--- src/rtl/round_mix_ctrl_if.sv ---
// Handshake and data bundle between the round mixer, the S-box stage and the key stage.
// The master side drives the requests and keys, and the slave side (the mixer) drives the results.
interface round_mix_ctrl_if;
  logic        GLOBAL_EN;
  logic        START;
  logic [31:0] PLAIN_IN;
  logic [7:0]  OUT_1;
  logic [7:0]  OUT_2;
  logic [7:0]  OUT_3;
  logic [7:0]  OUT_4;
  logic        EN;
  logic [7:0]  K_1;
  logic [7:0]  K_2;
  logic [7:0]  K_3;
  logic [31:0] FEED_WORD;
  logic        FEED_VALID;
  logic [31:0] CIPHER_OUT;
  logic        DONE;
  logic        BUSY;
  logic [3:0]  ROUND_CNT;

  modport master (
    output GLOBAL_EN, START, PLAIN_IN, OUT_1, OUT_2, OUT_3, OUT_4, EN, K_1, K_2, K_3,
    input  FEED_WORD, FEED_VALID, CIPHER_OUT, DONE, BUSY, ROUND_CNT
  );

  modport slave (
    input  GLOBAL_EN, START, PLAIN_IN, OUT_1, OUT_2, OUT_3, OUT_4, EN, K_1, K_2, K_3,
    output FEED_WORD, FEED_VALID, CIPHER_OUT, DONE, BUSY, ROUND_CNT
  );
endinterface

--- src/rtl/round_mix_ctrl.sv ---
// Round sequencer: whitens the plaintext, loops it through the S-box stage ROUNDS times and mixes each result.
// Latency is ROUNDS*(2 + S-box latency) cycles from START to DONE. There is no queuing: START while busy is dropped, and GLOBAL_EN low aborts.
module round_mix_ctrl #(
  parameter int unsigned ROUNDS     = 4,
  parameter logic [7:0]  KEY4_CONST = 8'h5A
) (
  input logic             CLK,
  input logic             RST,
  round_mix_ctrl_if.slave bus
);

  typedef enum logic [1:0] {
    IDLE   = 2'd0,
    ISSUE  = 2'd1,
    WAIT   = 2'd2,
    FINISH = 2'd3
  } state_t;

  state_t      state_q;
  logic [31:0] feed_word_q;
  logic        feed_valid_q;
  logic [31:0] cipher_out_q;
  logic        done_q;
  logic        busy_q;
  logic [3:0]  round_cnt_q;

  logic [7:0]  key4;
  logic [31:0] round_key;
  logic [31:0] rotated;
  logic [31:0] mixed;
  logic        last_round;

  assign key4       = bus.K_1 ^ bus.K_2 ^ bus.K_3 ^ KEY4_CONST;
  assign round_key  = {bus.K_1, bus.K_2, bus.K_3, key4};
  assign rotated    = {bus.OUT_2, bus.OUT_3, bus.OUT_4, bus.OUT_1};
  assign mixed      = rotated ^ round_key ^ {28'b0, round_cnt_q};
  assign last_round = (round_cnt_q == 4'(ROUNDS - 1));

  // Strobes are set on the edge entering ISSUE/FINISH so they are high for exactly that state's cycle.
  always_ff @(posedge CLK or posedge RST) begin
    if (RST) begin
      state_q      <= IDLE;
      feed_word_q  <= '0;
      feed_valid_q <= 1'b0;
      cipher_out_q <= '0;
      done_q       <= 1'b0;
      busy_q       <= 1'b0;
      round_cnt_q  <= '0;
    end else begin
      feed_valid_q <= 1'b0;
      done_q       <= 1'b0;
      if (!bus.GLOBAL_EN) begin
        state_q <= IDLE;
        busy_q  <= 1'b0;
      end else begin
        case (state_q)
          IDLE: begin
            if (bus.START) begin
              feed_word_q  <= bus.PLAIN_IN ^ round_key;
              round_cnt_q  <= '0;
              feed_valid_q <= 1'b1;
              busy_q       <= 1'b1;
              state_q      <= ISSUE;
            end
          end
          ISSUE: begin
            state_q <= WAIT;
          end
          WAIT: begin
            if (bus.EN) begin
              if (last_round) begin
                cipher_out_q <= mixed;
                done_q       <= 1'b1;
                state_q      <= FINISH;
              end else begin
                feed_word_q  <= mixed;
                round_cnt_q  <= round_cnt_q + 4'd1;
                feed_valid_q <= 1'b1;
                state_q      <= ISSUE;
              end
            end
          end
          FINISH: begin
            busy_q  <= 1'b0;
            state_q <= IDLE;
          end
          default: begin
            busy_q  <= 1'b0;
            state_q <= IDLE;
          end
        endcase
      end
    end
  end

  assign bus.FEED_WORD  = feed_word_q;
  assign bus.FEED_VALID = feed_valid_q;
  assign bus.CIPHER_OUT = cipher_out_q;
  assign bus.DONE       = done_q;
  assign bus.BUSY       = busy_q;
  assign bus.ROUND_CNT  = round_cnt_q;

endmodule

--- src/flat_wrapper.sv ---
// flat-port wrapper written by rule: the top's interface ports become plain ports
module round_mix_ctrl_flat 
#(
  parameter int unsigned ROUNDS     = 4,
  parameter logic [7:0]  KEY4_CONST = 8'h5A
)
  (CLK, RST, bus_GLOBAL_EN, bus_START, bus_PLAIN_IN, bus_OUT_1, bus_OUT_2, bus_OUT_3, bus_OUT_4, bus_EN, bus_K_1, bus_K_2, bus_K_3, bus_FEED_WORD, bus_FEED_VALID, bus_CIPHER_OUT, bus_DONE, bus_BUSY, bus_ROUND_CNT);
  round_mix_ctrl_if bus_i ();
  input logic CLK;
  input logic RST;
  input wire logic [$bits(bus_i.GLOBAL_EN)-1:0] bus_GLOBAL_EN;
  input wire logic [$bits(bus_i.START)-1:0] bus_START;
  input wire logic [$bits(bus_i.PLAIN_IN)-1:0] bus_PLAIN_IN;
  input wire logic [$bits(bus_i.OUT_1)-1:0] bus_OUT_1;
  input wire logic [$bits(bus_i.OUT_2)-1:0] bus_OUT_2;
  input wire logic [$bits(bus_i.OUT_3)-1:0] bus_OUT_3;
  input wire logic [$bits(bus_i.OUT_4)-1:0] bus_OUT_4;
  input wire logic [$bits(bus_i.EN)-1:0] bus_EN;
  input wire logic [$bits(bus_i.K_1)-1:0] bus_K_1;
  input wire logic [$bits(bus_i.K_2)-1:0] bus_K_2;
  input wire logic [$bits(bus_i.K_3)-1:0] bus_K_3;
  output wire logic [$bits(bus_i.FEED_WORD)-1:0] bus_FEED_WORD;
  output wire logic [$bits(bus_i.FEED_VALID)-1:0] bus_FEED_VALID;
  output wire logic [$bits(bus_i.CIPHER_OUT)-1:0] bus_CIPHER_OUT;
  output wire logic [$bits(bus_i.DONE)-1:0] bus_DONE;
  output wire logic [$bits(bus_i.BUSY)-1:0] bus_BUSY;
  output wire logic [$bits(bus_i.ROUND_CNT)-1:0] bus_ROUND_CNT;
  assign bus_i.GLOBAL_EN = bus_GLOBAL_EN;
  assign bus_i.START = bus_START;
  assign bus_i.PLAIN_IN = bus_PLAIN_IN;
  assign bus_i.OUT_1 = bus_OUT_1;
  assign bus_i.OUT_2 = bus_OUT_2;
  assign bus_i.OUT_3 = bus_OUT_3;
  assign bus_i.OUT_4 = bus_OUT_4;
  assign bus_i.EN = bus_EN;
  assign bus_i.K_1 = bus_K_1;
  assign bus_i.K_2 = bus_K_2;
  assign bus_i.K_3 = bus_K_3;
  assign bus_FEED_WORD = bus_i.FEED_WORD;
  assign bus_FEED_VALID = bus_i.FEED_VALID;
  assign bus_CIPHER_OUT = bus_i.CIPHER_OUT;
  assign bus_DONE = bus_i.DONE;
  assign bus_BUSY = bus_i.BUSY;
  assign bus_ROUND_CNT = bus_i.ROUND_CNT;
  round_mix_ctrl #(.ROUNDS(ROUNDS), .KEY4_CONST(KEY4_CONST)) u_core (.CLK(CLK), .RST(RST), .bus(bus_i));
endmodule
--- config.mk ---
export PLATFORM = sky130hd
export DESIGN_NAME = round_mix_ctrl_flat
export DESIGN_NICKNAME = d
export VERILOG_FILES = /design/src/rtl/round_mix_ctrl_if.sv /design/src/rtl/round_mix_ctrl.sv /design/src/flat_wrapper.sv
export SDC_FILE = /design/constraint.sdc
export NUM_CORES = 1
export LEC_CHECK = 0
export ABC_AREA = 1
export BUFFER_PORTS_ARGS = -buffer_cell sky130_fd_sc_hd__buf_2
export CAP_MARGIN = 20
export CORE_MARGIN = 2
export CORE_UTILIZATION = 45
export CTS_CLUSTER_SIZE = 14
export DETAILED_ROUTE_END_ITERATION = 10
export GPL_ROUTABILITY_DRIVEN = 0
export MAX_ROUTING_LAYER = met4
export PLACE_DENSITY = 0.75
export SLEW_MARGIN = 20
export SYNTH_ARGS = -nofsm -noshare
export SYNTH_HDL_FRONTEND = slang
export SYNTH_SLANG_ARGS = --single-unit
--- constraint.sdc ---
create_clock -name CLK -period 2.5 [get_ports CLK]
set_input_delay 0 -clock CLK [delete_from_list [all_inputs] [get_ports CLK]]
set_output_delay 0 -clock CLK [all_outputs]
set_load 0.1 [all_outputs]
== Yosys cells after proc, flatten, opt, wreduce, memory -nomap -nowiden ==
Index checks and enable logic that the tools add are counted.

* Register bits: 73
* Latch bits: 0
* Memory bits (writable): 0
* Memory bits (read-only): 0
* Output and inout bits: 71
* Logic and storage cells: 55
* Memories kept: 0

* $add $sub $neg: 1
* Multipliers: 0
* Divide/modulo/power cells: 0
* Magnitude comparators: 0
* Eq/ne operators: 10
* Shift operators: 0
* Muxes and demuxes: 25
* Bitwise logic cells: 6
* Reduce and logical (&&, ||, !) cells: 6

{| class="wikitable"
|+ Operator list
! operator !! count
|-
| $mux W32 || 3
|-
| $pmux W32 S2 || 1
|-
| $xor A32 B32 Y32 || 2
|-
| $xor A32 B4 Y32 || 1
|-
| $xor A8 B8 Y8 || 2
|-
| $mux W4 || 3
|-
| $mux W1 || 10
|-
| $mux W2 || 4
|-
| $pmux W2 S4 || 1
|-
| $pmux W4 S2 || 1
|-
| $ne A2 B2 Y1 const B || 3
|-
| $ne A3 B3 Y1 const B || 2
|-
| $reduce_and A5 Y1 || 1
|-
| $add A4 B1 Y4 const B || 1
|-
| $eq A2 B2 Y1 const B || 2
|-
| $eq A4 B2 Y1 const B || 1
|-
| $not A4 Y4 || 1
|-
| $pmux W1 S2 || 2
|-
| $reduce_and A2 Y1 || 2
|-
| $reduce_and A4 Y1 || 1
|-
| $ne A3 B1 Y1 const B || 1
|-
| $eq A2 B1 Y1 const B || 1
|-
| $logic_not A2 Y1 || 1
|-
| $reduce_bool A2 Y1 || 1
|}

== Longest topological paths before layout ==
* Depth after elaboration: 8
* Gate-level depth with buffers: 9
* Gate-level depth less buffers: 8

== Least setup slack after synthesis ==
OpenSTA, ideal clock, no wires.

* Path type: reg-to-reg
* Start: register u_core.round_cnt_q[1], in the netlist u_core.bus.ROUND_CNT[1]
* End: register u_core.cipher_out_q[0], in the netlist u_core.bus.CIPHER_OUT[0]
* Setup time: 0.120 ns
* Data arrival time: 1.997 ns
* Data required time: 2.380 ns
* Slack: 0.383 ns
* Cell stages (with the launch flop): 9
* Buffers on the path: 2
* Clock period less this slack: 2.117 ns
* Cell sequence: dfrtp_1 > ha_1 > nand3_1 > inv_1 > nand2_2 > buf_4 > buf_4 > nand2_1 > nand2_1

* Word-level cells in the longest chain between the ends: 2

{| class="wikitable"
|+ RTL lines
! what !! RTL line !! text
|-
| start: declaration || round_mix_ctrl.sv:25 || <nowiki>logic [3:0] round_cnt_q;</nowiki>
|-
| start signal: assignment || round_mix_ctrl.sv:77 || <nowiki>round_cnt_q <= round_cnt_q + 4'd1;</nowiki>
|-
| $eq A4 B2 Y1 || round_mix_ctrl.sv:37 || <nowiki>assign last_round = (round_cnt_q == 4'(ROUNDS - 1));</nowiki>
|-
| $reduce_and A4 Y1 (no source line) || -- ||
|-
| end signal: assignment || round_mix_ctrl.sv:72 || <nowiki>cipher_out_q <= mixed;</nowiki>
|-
| end: declaration || round_mix_ctrl.sv:22 || <nowiki>logic [31:0] cipher_out_q;</nowiki>
|}

No other way between the ends.
A chain may end at the register's enable or synchronous reset.

== Final worst setup path ==
* Start: register u_core.round_cnt_q[0], in the netlist u_core.bus.ROUND_CNT[0]
* End: register u_core.feed_word_q[20], in the netlist u_core.bus.FEED_WORD[20]

* Word-level cells in the longest chain between the ends: 3

{| class="wikitable"
|+ RTL lines
! what !! RTL line !! text
|-
| $eq A4 B2 Y1 || round_mix_ctrl.sv:37 ||
|-
| $ne A2 B2 Y1 (no source line) || -- ||
|-
| $reduce_and A5 Y1 (no source line) || -- ||
|-
| end signal: assignment || round_mix_ctrl.sv:59 || <nowiki>feed_word_q <= bus.PLAIN_IN ^ round_key;</nowiki>
|-
| end signal: assignment || round_mix_ctrl.sv:76 || <nowiki>feed_word_q <= mixed;</nowiki>
|-
| end: declaration || round_mix_ctrl.sv:20 || <nowiki>logic [31:0] feed_word_q;</nowiki>
|}

No other way between the ends.

==> impl_results.md <==
- Post-detail-place hpwl: just under 9000 um
- Share of post-route cells with drive strength above 1: 0.260
- Post-CTS Resized: 0
- Worst Setup Start Kind: flip-flop
- Setup Viol. Count Final: 0
- Final Worst Setup Slack: approximately 0.56 ns
- Most frequent cells in the layout: nand2_1, buf_2, dfrtp_1, nand3_1
- Largest net degree at the start of global routing: 74
- # rows: 35
- Ports: between 150 and 200
- Worst-path clk slew: 0.08 ns
- Endpoint type of the worst setup path: flip-flop
- Yosys cell types: 25
- Max Cap Violations: 0
- Die area: ~10000 sq um
- Number of synthesized register bits: 73
- Iteration-0 DRC Markers: ~210
- I/O Buffers: 163
- CTS tree: yes
- CP max FO: 30
- TritonRoute pass-1 iters: 4
- Pre-CTS setup slack: around 0.57 ns
- Maximum clock rate: slightly above 0.5 GHz
- Worst min path class: primary input to flip-flop
- Vias in the first global route: just over 4000
- Worst-Margin Slew: 0.708 ns
- Finished Cell Area: about 5500 sq um
- Arrival time worst endpoint: approximately 2.2 ns
- Final hold vios: 0
- Clock Sinks: 73
- Core Region: between 9000 and 10000 sq um
- Die height: 100 um
- Nets: ~830
- Post-DR vias/cell: between 5 and 6
- Mapped Area: around 4200 sq um
- Slew margin rel.: 0.527
- # diodes: 0
- Synth Instances: between 500 and 600
- Max clock buf depth: 2
- Postcts setup bufs: 0
- Syn. warnings: 0
- Die Width: ~100 um
- Routed wire length: around 12000 um
- CP required: 2.72 ns
- DRC violations left: 0
- Grt total ovfl: 0
- Initial Util: 0.459
- Most common cell after layout, fill and taps aside: nand2_1
- Leak Pwr: between 3 and 4 nW
- Max Slew Vio Count: 0
- Mean Syn Cell Area: 7.47 sq um
- Fin crit period: a little under 2 ns
- VDD IR max: between 0.4 and 0.5 mV
- Gr usage total: 0.254
- Routed Antenna Nets: 0
- Post-route clock period utilization: 0.777
- Register area share after synthesis: 0.437
- Worst-Skew Late Latency: approximately 0.34 ns
- Area after DPL: a little over 5000 sq um
- CTS root buffer: clkbuf_8
- Initial antenna violation count: 0
- Clock skew: between 0.01 and 0.015 ns
- Layout area overhead: 31.7%
- CP Class: flip-flop to flip-flop
- Power per cell area: 943 nW/um^2
- CTS Buf Count: 9
- Setup total negative slack: 0 ns
- Global-route wire length before repair: 19500 um
- Via count: roughly 4400
- Net count after synthesis: 653
- Status: finished, final reports clean
- Routed len/inst: 14.3 um
- H-tree Lvls: 3
- Unrepaired setup endpoints after global routing: false
worst paths after layout:
check	from	to	slack, ns	depth (start not counted)
worst max-delay path	u_core.bus.ROUND_CNT[0]	u_core.bus.FEED_WORD[20]	0.56	7
worst min-delay path	bus_OUT_4[5]	u_core.bus.CIPHER_OUT[13]	0.008	3
worst max register to register	u_core.bus.ROUND_CNT[0]	u_core.bus.FEED_WORD[20]	0.56	7
worst min register to register	u_core.bus.CIPHER_OUT[2]	u_core.bus.CIPHER_OUT[2]	0.48	2
max in group asynchronous	RST	u_core.bus.FEED_WORD[8]	1.87	4
min in group asynchronous	RST	u_core.bus.CIPHER_OUT[13]	0.25	4
repair_timing:
item,in CTS,in global routing
hold buffers,22,0
hold endpoints to repair,94,0
setup endpoints to repair,0,0
where the power goes:
group	switching, W	leakage, nW	internal, W	total [W]
logic	0.00213	2.11	0.000455	0.00259
registers	0.000143	0.954	0.00140	0.00154
clock network	0.000452	0.115	0.000614	0.00107
sequential cells by signal, summed over array words and instances (netlist names):
signal and cells:
u_core.bus.FEED_WORD 32, u_core.bus.FEED_VALID 1, u_core.bus.DONE 1, u_core.bus.ROUND_CNT 4, u_core.bus.CIPHER_OUT 32, u_core.state_q 2, u_core.bus.BUSY 1
worst max-delay path, cell delays in order, from the launching register on:
cell      delay (ns)
dfrtp_1         0.39
ha_1            0.21
nand3_1         0.15
nand2_4         0.30
nand2_2         0.32
buf_12          0.27
o211ai_1        0.09
nand2_1         0.08
final cells by class:
type / instances / area, sq um
inverter: 43 / 161
fill: 790 / 3600
timing repair buffer: 190 / 1100
clock inverter: 5 / 77.6
sequential: 73 / 1830
tap: 111 / 139
clock buffer: 11 / 151
multi-input combinational: 420 / 2050
cells in the mapped netlist:
cell | count | area share
a21oi_1 | 9 | 0.011
a31oi_1 | 1 | 0.0015
buf_2 | 9 | 0.011
buf_4 | 4 | 0.0072
buf_6 | 4 | 0.011
clkbuf_1 | 6 | 0.0054
dfrtp_1 | 73 | 0.44
ha_1 | 1 | 0.0030
inv_1 | 41 | 0.037
inv_2 | 2 | 0.0018
nand2_1 | 224 | 0.20
nand2_2 | 2 | 0.0030
nand2_4 | 1 | 0.0027
nand3_1 | 65 | 0.078
nand3b_1 | 4 | 0.0072
nand4_1 | 7 | 0.010
nor2_1 | 9 | 0.0081
nor2_2 | 1 | 0.0015
nor2_4 | 1 | 0.0027
nor3_1 | 1 | 0.0012
o211ai_1 | 5 | 0.0090
o21ai_0 | 40 | 0.048
o21ai_1 | 1 | 0.0012
xnor2_1 | 24 | 0.050
xor2_1 | 24 | 0.050
per-stage QoR:
stage	util	hold WS (ns)	power (W)	instances
finish	0.604	0.00842	0.00519	853
global route	0.604	0.00467	0.00541	853
CTS	0.604	0.00137	0.00520	853
detailed placement	0.555	0.121	0.00412	815
global placement	0.555	0.114	0.00408	815
floorplan	-	0.133	0.00361	559
per-layer routing:
metal / share of wire / routed length (um) / vias up / track usage
li1: - / - / 2134 / -
met1: 0.44 / 5370 / 2049 / 0.318
met2: 0.47 / 5730 / 174 / 0.408
met3: 0.072 / 877 / 30 / 0.0501
met4: 0.020 / 242 / 0 / 0.0959
met5: 0 / 0 / - / -
cell families (layout without fill, tap and decap cells):
family	after synthesis	count (layout)	share of synthesized area
flops	73	73	0.437
xor+xnor	48	48	0.101
compound gates	56	56	0.0704
buf+inv	66	249	0.0728
simple gates	315	315	0.316
fa+ha+maj	1	1	0.00299
(Power assumes the default switching activity.)
